### src/rtl/spi_status_if.sv
// spi_status_if: FIFO flags, host strobes and status outputs of spi_status_reg.
interface spi_status_if #(parameter int ERR_CNT_W = 8);
  logic                 SENDER_EMPTY_STATE;
  logic                 SENDER_FULL_STATE;
  logic                 RECEIVER_EMPTY_STATE;
  logic                 RECEIVER_FULL_STATE;
  logic                 SENDER_WRITE;
  logic                 RECEIVER_READ;
  logic                 CONNECTION_FAILED_STATE;
  logic                 CLEAR_WR;
  logic [7:0]           CLEAR_MASK;
  logic [7:0]           IRQ_MASK;
  logic                 ERR_CNT_CLR;
  logic [7:0]           STATUS;
  logic                 IRQ;
  logic [ERR_CNT_W-1:0] ERR_COUNT;
  modport master (
    output SENDER_EMPTY_STATE, SENDER_FULL_STATE, RECEIVER_EMPTY_STATE, RECEIVER_FULL_STATE,
           SENDER_WRITE, RECEIVER_READ, CONNECTION_FAILED_STATE, CLEAR_WR, CLEAR_MASK,
           IRQ_MASK, ERR_CNT_CLR,
    input  STATUS, IRQ, ERR_COUNT
  );
  modport slave (
    input  SENDER_EMPTY_STATE, SENDER_FULL_STATE, RECEIVER_EMPTY_STATE, RECEIVER_FULL_STATE,
           SENDER_WRITE, RECEIVER_READ, CONNECTION_FAILED_STATE, CLEAR_WR, CLEAR_MASK,
           IRQ_MASK, ERR_CNT_CLR,
    output STATUS, IRQ, ERR_COUNT
  );
endinterface

### src/rtl/spi_status_reg.sv
// spi_status_reg: SPI status byte with sticky W1C bits, masked IRQ and optional error counter.
// Define SPI_STATUS_ERR_CNT_EN to build the saturating ERR_COUNT; otherwise it reads 0.
module spi_status_reg #(
  parameter int SYNC_STAGES = 2,
  parameter int ERR_CNT_W   = 8
) (
  input logic         S_CLK,
  input logic         CLR,
  spi_status_if.slave bus
);
  localparam logic [7:0] STICKY = 8'hAB;
  logic       fail_s, prev_empty, irq_q;
  logic       se, re;
  logic [7:0] status_q, status_nx, set, clr_m;
  generate
    if (SYNC_STAGES == 0) begin : g_nosync
      assign fail_s = bus.CONNECTION_FAILED_STATE;
    end else begin : g_sync
      logic [SYNC_STAGES-1:0] sync;
      always_ff @(posedge S_CLK or posedge CLR)
        if (CLR) sync <= '0;
        else begin
          sync[0] <= bus.CONNECTION_FAILED_STATE;
          for (int i = 1; i < SYNC_STAGES; i++) sync[i] <= sync[i-1];
        end
      assign fail_s = sync[SYNC_STAGES-1];
    end
  endgenerate
  assign se = bus.SENDER_EMPTY_STATE;
  assign re = bus.RECEIVER_EMPTY_STATE;
  // Set terms sit at their STATUS bit positions so set-wins-over-clear is a plain OR.
  assign set = {fail_s, 1'b0, se & ~prev_empty, 1'b0,
                bus.SENDER_WRITE & ~se, 1'b0,
                bus.RECEIVER_READ & re, bus.SENDER_WRITE & bus.SENDER_FULL_STATE};
  assign clr_m = bus.CLEAR_WR ? bus.CLEAR_MASK : 8'h00;
  always_comb
    status_nx = ((set | (status_q & ~clr_m)) & STICKY)
              | {1'b0, ~re, 1'b0, se, 1'b0, bus.RECEIVER_FULL_STATE, 2'b00};
  always_ff @(posedge S_CLK or posedge CLR)
    if (CLR) begin
      status_q   <= 8'h30;
      irq_q      <= 1'b0;
      prev_empty <= 1'b1;
    end else begin
      status_q   <= status_nx;
      irq_q      <= |(status_nx & bus.IRQ_MASK);
      prev_empty <= se;
    end
  assign bus.STATUS = status_q;
  assign bus.IRQ    = irq_q;
`ifdef SPI_STATUS_ERR_CNT_EN
  logic                 fail_d, err_ev;
  logic [ERR_CNT_W-1:0] cnt;
  assign err_ev = set[0] | set[1] | set[3] | (fail_s & ~fail_d);
  always_ff @(posedge S_CLK or posedge CLR)
    if (CLR) begin
      cnt    <= '0;
      fail_d <= 1'b0;
    end else begin
      fail_d <= fail_s;
      cnt    <= bus.ERR_CNT_CLR ? ERR_CNT_W'(err_ev) : (err_ev && !(&cnt)) ? cnt + 1'b1 : cnt;
    end
  assign bus.ERR_COUNT = cnt;
`else
  assign bus.ERR_COUNT = {ERR_CNT_W{bus.ERR_CNT_CLR & 1'b0}};
`endif
endmodule

### src/flat_wrapper.sv
// flat-port wrapper written by rule: the top's interface ports become plain ports
module spi_status_reg_flat 
#(
  parameter int SYNC_STAGES = 2,
  parameter int ERR_CNT_W   = 8
)
  (S_CLK, CLR, bus_SENDER_EMPTY_STATE, bus_SENDER_FULL_STATE, bus_RECEIVER_EMPTY_STATE, bus_RECEIVER_FULL_STATE, bus_SENDER_WRITE, bus_RECEIVER_READ, bus_CONNECTION_FAILED_STATE, bus_CLEAR_WR, bus_CLEAR_MASK, bus_IRQ_MASK, bus_ERR_CNT_CLR, bus_STATUS, bus_IRQ, bus_ERR_COUNT);
  spi_status_if #(.ERR_CNT_W(ERR_CNT_W)) bus_i ();
  input logic S_CLK;
  input logic CLR;
  input wire logic [$bits(bus_i.SENDER_EMPTY_STATE)-1:0] bus_SENDER_EMPTY_STATE;
  input wire logic [$bits(bus_i.SENDER_FULL_STATE)-1:0] bus_SENDER_FULL_STATE;
  input wire logic [$bits(bus_i.RECEIVER_EMPTY_STATE)-1:0] bus_RECEIVER_EMPTY_STATE;
  input wire logic [$bits(bus_i.RECEIVER_FULL_STATE)-1:0] bus_RECEIVER_FULL_STATE;
  input wire logic [$bits(bus_i.SENDER_WRITE)-1:0] bus_SENDER_WRITE;
  input wire logic [$bits(bus_i.RECEIVER_READ)-1:0] bus_RECEIVER_READ;
  input wire logic [$bits(bus_i.CONNECTION_FAILED_STATE)-1:0] bus_CONNECTION_FAILED_STATE;
  input wire logic [$bits(bus_i.CLEAR_WR)-1:0] bus_CLEAR_WR;
  input wire logic [$bits(bus_i.CLEAR_MASK)-1:0] bus_CLEAR_MASK;
  input wire logic [$bits(bus_i.IRQ_MASK)-1:0] bus_IRQ_MASK;
  input wire logic [$bits(bus_i.ERR_CNT_CLR)-1:0] bus_ERR_CNT_CLR;
  output wire logic [$bits(bus_i.STATUS)-1:0] bus_STATUS;
  output wire logic [$bits(bus_i.IRQ)-1:0] bus_IRQ;
  output wire logic [$bits(bus_i.ERR_COUNT)-1:0] bus_ERR_COUNT;
  assign bus_i.SENDER_EMPTY_STATE = bus_SENDER_EMPTY_STATE;
  assign bus_i.SENDER_FULL_STATE = bus_SENDER_FULL_STATE;
  assign bus_i.RECEIVER_EMPTY_STATE = bus_RECEIVER_EMPTY_STATE;
  assign bus_i.RECEIVER_FULL_STATE = bus_RECEIVER_FULL_STATE;
  assign bus_i.SENDER_WRITE = bus_SENDER_WRITE;
  assign bus_i.RECEIVER_READ = bus_RECEIVER_READ;
  assign bus_i.CONNECTION_FAILED_STATE = bus_CONNECTION_FAILED_STATE;
  assign bus_i.CLEAR_WR = bus_CLEAR_WR;
  assign bus_i.CLEAR_MASK = bus_CLEAR_MASK;
  assign bus_i.IRQ_MASK = bus_IRQ_MASK;
  assign bus_i.ERR_CNT_CLR = bus_ERR_CNT_CLR;
  assign bus_STATUS = bus_i.STATUS;
  assign bus_IRQ = bus_i.IRQ;
  assign bus_ERR_COUNT = bus_i.ERR_COUNT;
  spi_status_reg #(.SYNC_STAGES(SYNC_STAGES), .ERR_CNT_W(ERR_CNT_W)) u_core (.S_CLK(S_CLK), .CLR(CLR), .bus(bus_i));
endmodule
### config.mk
export PLATFORM = sky130hd
export DESIGN_NAME = spi_status_reg_flat
export DESIGN_NICKNAME = d
export VERILOG_FILES = /design/src/rtl/spi_status_if.sv /design/src/rtl/spi_status_reg.sv /design/src/flat_wrapper.sv
export SDC_FILE = /design/constraint.sdc
export NUM_CORES = 1
export LEC_CHECK = 0
export BUFFER_PORTS_ARGS = -buffer_cell sky130_fd_sc_hd__buf_2
export CAP_MARGIN = 20
export CORE_MARGIN = 3
export CORE_UTILIZATION = 30
export CTS_BUF_LIST = sky130_fd_sc_hd__clkbuf_8
export DETAILED_ROUTE_END_ITERATION = 16
export GPL_TIMING_DRIVEN = 0
export PLACE_DENSITY = 0.73
export SETUP_SLACK_MARGIN = 0.1
export SKIP_LAST_GASP = 1
export SYNTH_ARGS = -nofsm -noshare
export SYNTH_HDL_FRONTEND = slang
export SYNTH_SLANG_ARGS = --single-unit
### constraint.sdc
create_clock -name S_CLK -period 1.2 [get_ports S_CLK]
set_input_delay 0.24 -clock S_CLK [delete_from_list [all_inputs] [get_ports S_CLK]]
set_output_delay 0.24 -clock S_CLK [all_outputs]
set_load 0.05 [all_outputs]
# [Word-level counts from Yosys, hierarchy flattened]
# Index checks and enable logic that the tools add are counted.
[word_totals] regBits=12 input_bits=27 out_inout_bits=17 wordCells=18
[op_classes] n_mux=1 bitwise_logic=12 n_reduce_logical=1
[ops] op="8-bit AND" count=2
[ops] op="8-bit 2-to-1 mux" count=1
[ops] op="8-bit inverter" count=1
[ops] op="8-bit by 7-bit bitwise OR with 8-bit output" count=1
[ops] op="8-bit bitwise OR" count=1
[ops] op="8-bit OR reduction" count=1
[ops] op="1-bit AND" count=4
[ops] op="1-bit inverter" count=3

# [Depth between registers and ports, before layout]
# Gate-level depths: netlist of run 1.
[logic_depth] word_depth=7 mapped_depth=4 mapped_depth_nobuf=4

# [Worst setup path after synthesis of run 1]
# No wires, ideal clock.
[synth_path] path_kind="reg2reg" start="register u_core.status_q[3] (netlist: u_core.bus.STATUS[3])" end="register u_core.irq_q (netlist: u_core.bus.IRQ)" setup_ns=0.140 arrival_time_ns=1.111 required_time_ns=1.060 slack_ns=-0.051 stages_incl_launch_ff=4 path_buffers=0 period_less_slack_ns=1.251 cell_sequence="dfrtp_1 a21boi_1 a221oi_2 nand4_1"
[synth_via] elab_chain_cells=5
[synth_lines] element="from (decl)" line_no="spi_status_reg.sv:14" rtl="logic [7:0] status_q, status_nx, set, clr_m;"
[synth_lines] element="from (signal assigned)" line_no="spi_status_reg.sv:45" rtl="status_q <= status_nx;"
[synth_lines] element="8-bit AND" line_no="spi_status_reg.sv:37" rtl="status_nx = ((set | (status_q & ~clr_m)) & STICKY)"
[synth_lines] element="8-bit bitwise OR" line_no="spi_status_reg.sv:37"
[synth_lines] element="8-bit by 7-bit bitwise OR with 8-bit output" line_no="spi_status_reg.sv:38" rtl="| {1'b0, ~re, 1'b0, se, 1'b0, bus.RECEIVER_FULL_STATE, 2'b00};"
[synth_lines] element="8-bit AND" line_no="spi_status_reg.sv:46" rtl="irq_q <= |(status_nx & bus.IRQ_MASK);"
[synth_lines] element="8-bit OR reduction" line_no="spi_status_reg.sv:46"
[synth_lines] element="to (signal assigned)" line_no="spi_status_reg.sv:46"
[synth_lines] element="to (decl)" line_no="spi_status_reg.sv:12" rtl="logic fail_s, prev_empty, irq_q;"
# No other way between the ends.

# [Final worst setup path of run 1]
[layout_path] start="register u_core.status_q[4] (netlist: u_core.bus.STATUS[4])" end="output bus_STATUS[4]"
[layout_rtl] element="to (decl)" line_no="flat_wrapper.sv:22" rtl="output wire logic [$bits(bus_i.STATUS)-1:0] bus_STATUS;"
# No word-level cell between the ends.

==> run_results.csv, run 1 <==
group,metric,value,unit
run_status,status,"finished, violations left",
run_status,violations,"hold timing, setup timing",
detailed_routing,drtPass1Iterations,4,
setup_path,critPathCaptureType,"output pin",
clock_network,cts.clk_slew.worst_paths,0.05,ns
sta,period_minus_slack,1.23,ns
power_and_ir_drop,powerDensity,1420,nW/um^2
detailed_routing,ant_nets,0,
detailed_routing,vias,409,
finish,layout_common_cells,"28 x buf_2, 8 x buf_4, 8 x conb_1",
power_and_ir_drop,power,1080,uW
finish,multi_input_area,148,sq um
detailed_routing,viasPerCell,4.17,
clock_network,ctsRootBufferMaster,"clkbuf_8",
logic_synthesis,avgSynthCellArea,11.7,sq um
logic_synthesis,synth_area_leaders,"dfrtp_1 47%, buf_4 14%, dfstp_2 11%",
power_and_ir_drop,p_sw,342,uW
clock_network,clk_latency,0.23,ns
finish,fillers,132,
power_and_ir_drop,intPower,733,uW
setup_path,cp_max_fo,2,
finish,layout.cells.non_filler,98,
setup_path,crit_path_top_delay_cell,"dfstp_2",
sta,fin_crit_sh,1.02,
power_and_ir_drop,power_frac_clock,0.328,
clock_network,clock-sinks,11,
global_routing,grt_max_degree,12,
sta,rsz0062_at_grt,"true",
logic_synthesis,yosys_warnings,0,
logic_synthesis,yosysTopAreaCell,"dfrtp_1",
setup_path,reg2reg_from,"u_core.bus.STATUS[4]$_DFF_PP1_",
finish,areaGrowthSynthToFinish,58.4,%
detailed_routing,initialDrtViolationCount,6,
finish,final_nets,111,
clock_network,cts_buffers,3,
logic_synthesis,seq_area_frac_synth,0.581,
setup_path,crit_path_max_incr_delay,0.53,ns
global_routing,antenna_found_initial,0,
global_routing,grt-ovfl-total,0,
setup_path,critical_path_class,"reg -> out",
setup_path,cp_top_family,"flip-flops",
die,initial_utilization,0.342,
finish,final_common_cell,"buf_2",
die,dieWidth,45.9,um
clock_network,cts_hold_buf,0,
sta,clock.fmax,0.815,GHz
finish,register_area,282,sq um
global_routing,grt_usage,0.106,
sta,post-route-worst-setup-slack,-0.0269,ns
flow_run,maxCapViolCount,0,
setup_path,worstPathRequired,0.96,ns
place,hpwl,918,um
sta,setup_violations,1,
clock_network,post_cts_buffers,0,
setup_path,critPathBufInv,2,
clock_network,clockBufferDepth,2,
place,dpl_cell_area,686,sq um
sta,hold_viol_final,9,
logic_synthesis,yosysTopAreaCellShare,0.471,
power_and_ir_drop,seqPwrFrac,0.389,
sta,finalClockSkew,0.00155,ns
detailed_routing,avgRoutedWirePerCell,11.2,um
detailed_routing,wl,1100,um
die,die_area,2110,sq um
setup_path,critPathArrivalTime,0.99,ns
finish,fin_area,757,sq um
finish,drive_above_1_share,0.602,
place,portBuffers,31,
detailed_routing,drc,0,
hold_path,hold_path_class,"in -> async",
clock_network,h-tree-depth,1,
setup_path,crit_path_start,"u_core.bus.STATUS[4]$_DFF_PP1_",
finish,diodes,0,
clock_network,cts_tree,"built",
sta,hold_ws,-0.0120,ns
power_and_ir_drop,p_comb_frac,0.283,
power_and_ir_drop,p_leak,0.000414,uW
die,io_pins,44,
logic_synthesis,synth_cell_types,15,
power_and_ir_drop,swShare,0.318,
global_routing,grt_pass1_wl,1550,um
power_and_ir_drop,ir_worst_vdd,0.650,mV
die,coreArea,1400,sq um
logic_synthesis,syn_inst,41,
place,placed_cells,94,
setup_path,crit_path_start_kind,"flip-flop",
die,die_h,45.9,um
place,gp_congestion,0.706,
global_routing,grt_pass1_vias,359,
die,rows,13,
setup_path,crit_chain,"buf_6 -> buf_8",
logic_synthesis,ys_ff_latch,11,
sta,slew_viol_final,0,
logic_synthesis,synthesis.area,478,sq um
final timing paths:
kind | endpoint | slack [ns] | cells after the start
worst min register to register | u_core.g_sync.sync[1]$_DFF_PP0_ | 0.35 | 0
max in group asynchronous | u_core.bus.STATUS[4]$_DFF_PP1_ | 0.89 | 2
worst min-delay path | u_core.bus.STATUS[6]$_DFF_PP0_ | -0.01 | 2
worst max-delay path | bus_STATUS[4] | -0.03 | 2
worst max register to register | u_core.bus.IRQ$_DFF_PP0_ | 0 | 4
min in group S_CLK | u_core.g_sync.sync[0]$_DFF_PP0_ | 0.11 | 1
flip-flops by register name, indices dropped and copies added, names as in the netlist:
| signal | count |
|---|---|
| u_core.bus.IRQ | 1 |
| u_core.bus.STATUS | 8 |
| u_core.g_sync.sync | 2 |
Yosys cell counts:
library cell and instances:
nor3b_1 1, buf_4 9, a21o_1 1, a22oi_1 1, inv_1 4, a22o_1 3
a21boi_1 1, dfstp_2 2, conb_1 1, a222oi_1 1, nand2_1 5, dfrtp_1 9
nand4_1 1, o21bai_1 1, a221oi_2 1
metal layers:
metal  up-vias  global-route usage  wire length (um)
met3         2              0.0395               146
met4         0              0.0511                10
met5         -                   0                 0
met1       172               0.145               448
li1        206                   -                 -
met2        29               0.146               496
what timing repair did:
| item | 4_1_cts | 5_1_grt |
|---|---|---|
| setup endpoints to repair | 3 | 4 |
| gates cloned | 0 | 0 |
| endpoints found under the hold margin | 0 | 0 |
| gates resized for setup | 7 | 1 |
area by class of cell:
cell class	instances	area share
buffer	9	0.0942
sequential	11	0.372
timing repair buffer	31	0.235
inverter	4	0.0198
clock buffer	3	0.0545
tap	15	0.0248
multi-input combinational	24	0.195
clock inverter	1	0.00496
cell families (layout without fill, tap and decap cells):
logic type,after synthesis,count (layout),synth area share
simple gates,7,7,0.0681
compound gates,9,9,0.170
buf+inv,13,48,0.173
flops,11,11,0.581
other cells,1,8,0.00785
power groups by stage:
stage / combinational (uW) / clock (uW) / sequential [uW]
2_1_floorplan: 131 / 0 / 506
3_3_place_gp: 289 / 0 / 421
3_5_place_dp: 292 / 0 / 422
4_1_cts: 305 / 367 / 419
5_1_grt: 322 / 378 / 422
6_report: 305 / 352 / 418
stage by stage:
step,worst slack [ns],TNS [ns],util
2_1_floorplan,0.0634,0,-
3_3_place_gp,0.00162,0,0.490
3_5_place_dp,0.00831,0,0.490
4_1_cts,-0.0346,-0.0462,0.539
5_1_grt,-0.0806,-0.129,0.541
6_report,-0.0269,-0.0269,0.541
Power figures use the tool's default switching activity.
==> run 2: changes to the inputs <==
--- a/config.mk
+++ b/config.mk
@@ -5,14 +5,14 @@
 export SDC_FILE = /design/constraint.sdc
 export NUM_CORES = 1
 export LEC_CHECK = 0
-export BUFFER_PORTS_ARGS = -buffer_cell sky130_fd_sc_hd__buf_2
 export CAP_MARGIN = 20
 export CORE_MARGIN = 3
 export CORE_UTILIZATION = 30
 export CTS_BUF_LIST = sky130_fd_sc_hd__clkbuf_8
 export DETAILED_ROUTE_END_ITERATION = 16
+export DONT_BUFFER_PORTS = 1
 export GPL_TIMING_DRIVEN = 0
-export PLACE_DENSITY = 0.73
+export PLACE_DENSITY = 0.48
 export SETUP_SLACK_MARGIN = 0.1
 export SKIP_LAST_GASP = 1
 export SYNTH_ARGS = -nofsm -noshare
==> run 2 against run 1 <==
  * The flow finishes with violations (setup timing)
  * Worst setup slack worse by 0.0091 ns
  * Clock skew is essentially flat
  * Clock-buffer cell count unchanged
  * First-iteration DRC count fell by 17%
  * Non-clock buffer count down 29
  * Worst hold slack improved by 0.041 ns
==> run_results.csv, run 2 (synthesized netlist as in run 1, its figures left out) <==
group,metric,value,unit
global_routing,grt_pass1_vias,324,
die,io_pins,44,
place,portBuffers,0,
sta,finalClockSkew,0.00156,ns
clock_network,clockBufferDepth,2,
detailed_routing,ant_nets,0,
die,coreArea,1400,sq um
clock_network,clk_latency,0.23,ns
clock_network,cts.clk_slew.worst_paths,0.05,ns
power_and_ir_drop,powerDensity,1670,nW/um^2
setup_path,critPathArrivalTime,1.34,ns
global_routing,busiest_layer,"met2",
finish,fillers,140,
detailed_routing,vias,323,
detailed_routing,avgRoutedWirePerCell,14.5,um
power_and_ir_drop,p_sw,334,uW
finish,final_nets,82,
sta,rsz0062_at_grt,"true",
sta,slew_viol_final,0,
setup_path,critPathCaptureType,"flip-flop",
sta,period_minus_slack,1.24,ns
detailed_routing,drc,0,
flow_run,maxCapViolCount,0,
power_and_ir_drop,seqPwrFrac,0.494,
detailed_routing,viasPerCell,4.68,
run_status,violations,"setup timing",
power_and_ir_drop,p_leak,0.000298,uW
sta,hold_ws,0.0287,ns
hold_path,hold_path_class,"in -> reg",
clock_network,h-tree-depth,1,
finish,diodes,0,
global_routing,antenna_found_initial,0,
setup_path,crit_path_start_kind,"flip-flop",
finish,layout_common_cells,"8 x buf_4, 8 x conb_1, 6 x dfrtp_2",
sta,fin_crit_sh,1.03,
power_and_ir_drop,ir_worst_vdd,0.843,mV
global_routing,use_met3,0.0514,
place,hpwl,866,um
global_routing,use_met2,0.140,
sta,post-route-worst-setup-slack,-0.0360,ns
finish,largest_reg_flops,8,
clock_network,post_cts_buffers,0,
detailed_routing,initialDrtViolationCount,5,
die,dieWidth,45.9,um
sta,clock.fmax,0.809,GHz
global_routing,grt-ovfl-total,0,
clock_network,cts_tree,"built",
die,die_area,2110,sq um
die,rows,13,
global_routing,grt_max_degree,12,
finish,areaGrowthSynthToFinish,28.8,%
global_routing,grt_pass1_wl,1410,um
power_and_ir_drop,power_frac_clock,0.358,
setup_path,critical_path_class,"reg -> reg",
sta,hold_viol_final,0,
global_routing,use_met1,0.134,
die,initial_utilization,0.342,
place,gp_congestion,0.684,
sta,setup_violations,1,
detailed_routing,drtPass1Iterations,4,
clock_network,ctsRootBufferMaster,"clkbuf_8",
detailed_routing,wl,1000,um
finish,drive_above_1_share,0.426,
setup_path,worstPathRequired,1.30,ns
power_and_ir_drop,swShare,0.325,
power_and_ir_drop,p_comb_frac,0.148,
run_status,status,"finished, violations left",
die,die_h,45.9,um
power_and_ir_drop,intPower,694,uW
setup_path,cp_max_fo,2,
clock_network,cts_buffers,3,
global_routing,grt_usage,0.0985,
finish,fin_util,0.440,
clock_network,clock-sinks,11,
-- run 2: cell types whose count changed in the layout (fill, tap and decap cells not counted), moves of 2 or more --
cell / before / now
buf_2: 28 / 0
dfrtp_2: 3 / 6
dfrtp_1: 6 / 3
dlygate4sd3_1: 0 / 2
-- run 2: final cells by class --
class | count | area (sq um) | share of cell area
multi-input combinational | 24 | 155 | 0.252
inverter | 4 | 15.0 | 0.0244
clock inverter | 1 | 5.00 | 0.00813
sequential | 11 | 285 | 0.463
timing repair buffer | 2 | 20.0 | 0.0325
clock buffer | 3 | 41.3 | 0.0671
buffer | 9 | 75.1 | 0.122
tap | 15 | 18.8 | 0.0305
-- run 2: power by group through the flow --
| stage | Clock, uW | Combinational, uW | Sequential, uW |
|---|---|---|---|
| after floorplan | 0 | 131 | 506 |
| after global placement | 0 | 138 | 512 |
| after detailed placement | 0 | 140 | 512 |
| after CTS | 373 | 150 | 507 |
| after global routing | 384 | 164 | 511 |
| final | 368 | 152 | 507 |
-- run 2: per-stage QoR --
step / instances / cell area, sq um / TNS (ns) / setup WS [ns] / total power, uW
2_1_floorplan: 48 / 512 / 0 / 0.0634 / 637
3_3_place_gp: 63 / 531 / -0.00902 / -0.00902 / 650
3_5_place_dp: 63 / 531 / -0.0492 / -0.0492 / 653
4_1_cts: 68 / 602 / -0.0472 / -0.0472 / 1030
5_1_grt: 69 / 616 / -0.110 / -0.110 / 1060
6_report: 69 / 616 / -0.0360 / -0.0360 / 1030
-- run 2: routing by layer --
layer	part of all wire	vias to the layer above
li1	-	148
met1	0.38	143
met2	0.43	32
met3	0.19	0
met4	0	0
met5	0	-
-- run 2: path summary, 6_finish.rpt --
kind / startpoint / to / slack [ns] / cells after the start
setup / recovery: u_core.bus.STATUS[3]$_DFF_PP0_ / u_core.bus.IRQ$_DFF_PP0_ / -0.04 / 3
max in group asynchronous: CLR / u_core.bus.STATUS[4]$_DFF_PP1_ / 0.44 / 2
hold / removal: bus_RECEIVER_FULL_STATE / u_core.bus.STATUS[2]$_DFF_PP0_ / 0.03 / 0
hold reg to reg: u_core.g_sync.sync[0]$_DFF_PP0_ / u_core.g_sync.sync[1]$_DFF_PP0_ / 0.35 / 0
setup reg to reg: u_core.bus.STATUS[3]$_DFF_PP0_ / u_core.bus.IRQ$_DFF_PP0_ / -0.04 / 3
min in group asynchronous: CLR / u_core.g_sync.sync[1]$_DFF_PP0_ / 0.43 / 2
-- run 2: timing repair --
item                                    CTS  global route
endpoints found under the hold margin     9             1
pin swaps                                 1             0
endpoints found under the setup margin    6             7
hold buffers                              1             1
gates resized for setup                   3             3
-- run 2: critical path: stages, from the launching register on --
cell      delay [ns]
dfrtp_2         0.51
a21boi_4        0.18
a221oi_2        0.30
nand4_1         0.11
==> run 3: changes to the inputs <==
--- a/config.mk
+++ b/config.mk
@@ -6,13 +6,15 @@
 export NUM_CORES = 1
 export LEC_CHECK = 0
 export CAP_MARGIN = 20
-export CORE_MARGIN = 3
-export CORE_UTILIZATION = 30
+export CORE_AREA = 3 3 40 42
 export CTS_BUF_LIST = sky130_fd_sc_hd__clkbuf_8
 export DETAILED_ROUTE_END_ITERATION = 16
+export DIE_AREA = 0 0 43 45
 export DONT_BUFFER_PORTS = 1
+export GPL_ROUTABILITY_DRIVEN = 0
 export GPL_TIMING_DRIVEN = 0
-export PLACE_DENSITY = 0.48
+export PLACE_DENSITY = 0.55
+export RECOVER_POWER = 25
 export SETUP_SLACK_MARGIN = 0.1
 export SKIP_LAST_GASP = 1
 export SYNTH_ARGS = -nofsm -noshare
==> run 3 against run 2 <==
  * Critical path depth is the same
  * Largest power group unchanged
  * Register-to-register slack is essentially flat
  * Global-route usage grew 1.0 points
  * Worst setup slack gained 0.012 ns
  * First-iteration DRC count shrank 40%
  * Largest cell class unchanged
  * The run still ends with setup timing left
  * Clock power shrank 5.4%
  * Wire length shrank 1.6%
==> run_results.csv, run 3 (synthesized netlist as in run 1, its figures left out) <==
group,metric,value,unit
hold_path,hold-path-endpoint,"u_core.g_sync.sync[0]$_DFF_PP0_",
sta,hold_ws,0.0341,ns
clock_network,clockBufferDepth,2,
run_status,violations,"setup timing",
power_and_ir_drop,seqPwrFrac,0.505,
sta,setup_violations,1,
finish,diodes,0,
setup_path,crit_path_max_incr_delay,0.51,ns
setup_path,crit_path_start_kind,"flip-flop",
setup_path,reg2reg_from,"u_core.bus.STATUS[3]$_DFF_PP0_",
finish,final_common_cell,"buf_4",
detailed_routing,routed-wl-met3,190,um
die,dieWidth,43,um
global_routing,grt_pass1_wl,1470,um
clock_network,post_cts_buffers,0,
run_status,status,"finished, violations left",
sta,finalClockSkew,0.00162,ns
detailed_routing,drc,0,
clock_network,clk_latency,0.23,ns
global_routing,grt_pass1_vias,355,
place,dp_slack,-0.0273,ns
finish,layout_common_cells,"9 x buf_4, 8 x conb_1, 5 x inv_1, 5 x nand2_1, 5 x dfrtp_1",
die,die_area,1940,sq um
clock_network,h-tree-depth,1,
detailed_routing,vias,327,
setup_path,crit_chain,"a21boi_2 -> a221oi_2 -> nand4_1",
power_and_ir_drop,p_sw,318,uW
setup_path,critical_path_class,"reg -> reg",
sta,fin_crit_sh,1.02,
setup_path,critPathArrivalTime,1.31,ns
setup_path,r2r_end,"u_core.bus.IRQ$_DFF_PP0_",
global_routing,grt_max_degree,12,
sta,hold_viol_final,0,
setup_path,critPathCaptureType,"flip-flop",
power_and_ir_drop,p_comb_frac,0.148,
place,hpwl,809,um
clock_network,cts.clk_slew.worst_paths,0.05,ns
finish,final_nets,82,
detailed_routing,wl,987,um
finish,largest_reg_flops,8,
hold_path,hold_start,"bus_CONNECTION_FAILED_STATE",
die,rows,13,
detailed_routing,wl_met2,422,um
die,coreArea,1280,sq um
finish,drive_above_1_share,0.389,
detailed_routing,viasPerCell,4.74,
setup_path,worstPathRequired,1.29,ns
power_and_ir_drop,ir_worst_vdd,0.863,mV
sta,clock.fmax,0.817,GHz
global_routing,grt-ovfl-total,0,
place,dpl_cell_area,531,sq um
clock_network,cts_tree,"built",
power_and_ir_drop,p_leak,0.000294,uW
power_and_ir_drop,powerDensity,1670,nW/um^2
flow_run,maxCapViolCount,0,
power_and_ir_drop,swShare,0.318,
place,portBuffers,0,
global_routing,antenna_found_initial,0,
setup_path,r2r_setup_slack,-0.02,ns
finish,fin_util,0.468,
die,initial_utilization,0.372,
finish,fin_area,602,sq um
clock_network,clock-sinks,11,
hold_path,hold_path_class,"in -> reg",
detailed_routing,initialDrtViolationCount,3,
sta,tns,-0.0235,ns
die,die_h,45,um
sta,rsz0062_at_grt,"true",
clock_network,cts_buffers,3,
detailed_routing,wl_met1,367,um
sta,post-route-worst-setup-slack,-0.0235,ns
setup_path,cp_max_fo,2,
setup_path,r2r_cells,3,
setup_path,crit_path_top_delay_cell,"dfrtp_2",
hold_path,hold_depth,0,
sta,period_minus_slack,1.22,ns
finish,areaGrowthSynthToFinish,25.9,%
detailed_routing,ant_nets,0,
sta,slew_viol_final,0,
clock_network,ctsRootBufferMaster,"clkbuf_8",
power_and_ir_drop,power_frac_clock,0.347,
detailed_routing,drtPass1Iterations,4,
global_routing,grt_usage,0.109,
die,io_pins,44,
detailed_routing,highest_layer,"met4",
power_and_ir_drop,intPower,684,uW
detailed_routing,avgRoutedWirePerCell,14.3,um
==> run 3: how the worst max path moves through the flow <==
stage	startpoint	end	slack (ns)	cells past startpoint
3_5_place_dp	u_core.bus.STATUS[3]$_DFF_PP0_	u_core.bus.IRQ$_DFF_PP0_	-0.03	3
6_report	u_core.bus.STATUS[3]$_DFF_PP0_	u_core.bus.IRQ$_DFF_PP0_	-0.02	3
2_1_floorplan	u_core.bus.STATUS[3]$_DFF_PP0_	u_core.bus.IRQ$_DFF_PP0_	0.06	3
3_3_place_gp	u_core.bus.STATUS[3]$_DFF_PP0_	u_core.bus.IRQ$_DFF_PP0_	-0.003	3
4_1_cts	u_core.bus.STATUS[3]$_DFF_PP0_	u_core.bus.IRQ$_DFF_PP0_	-0.05	3
5_1_grt	u_core.bus.STATUS[4]$_DFF_PP1_	u_core.bus.IRQ$_DFF_PP0_	-0.1	4
==> run 3: layer usage <==
layer / vias up / global-route usage
met2: 32 / 0.168
met3: 2 / 0.0478
li1: 148 / -
met5: - / 0
met4: 0 / 0.0723
met1: 145 / 0.123
==> run 3: power groups by stage <==
stage          logic [uW]  registers [uW]  clock network (uW)
6_report              148             506                 348
5_1_grt               161             510                 382
4_1_cts               143             507                 357
3_5_place_dp          140             511                   0
3_3_place_gp          137             511                   0
2_1_floorplan         131             506                   0
==> run 3: final cells by class <==
cell class | count | area (sq um)
clock buffer | 3 | 41.3
inverter | 4 | 15.0
clock inverter | 1 | 3.75
timing repair buffer | 2 | 20.0
tap | 15 | 18.8
buffer | 9 | 67.6
multi-input combinational | 24 | 153
fill | 132 | 683
sequential | 11 | 283
==> run 3: metrics by stage <==
step / instances / total power, uW
after detailed placement: 63 / 651
after CTS: 68 / 1010
after global placement: 63 / 648
final: 69 / 1000
after floorplan: 48 / 637
after global routing: 69 / 1050
==> run 3: what timing repair did <==
item,4_1_cts,5_1_grt
hold endpoints to repair,9,1
gates cloned,0,0
resized for setup,1,1
hold buffers,1,1
setup endpoints to repair,4,4
==> run 3: worst max-delay path, delay by kind of cell (launching register included) <==
family             cells  cell delay [ns]
and+or+nand+nor        1             0.12
DFF                    1             0.51
AOI/OAI and AO/OA      2             0.46
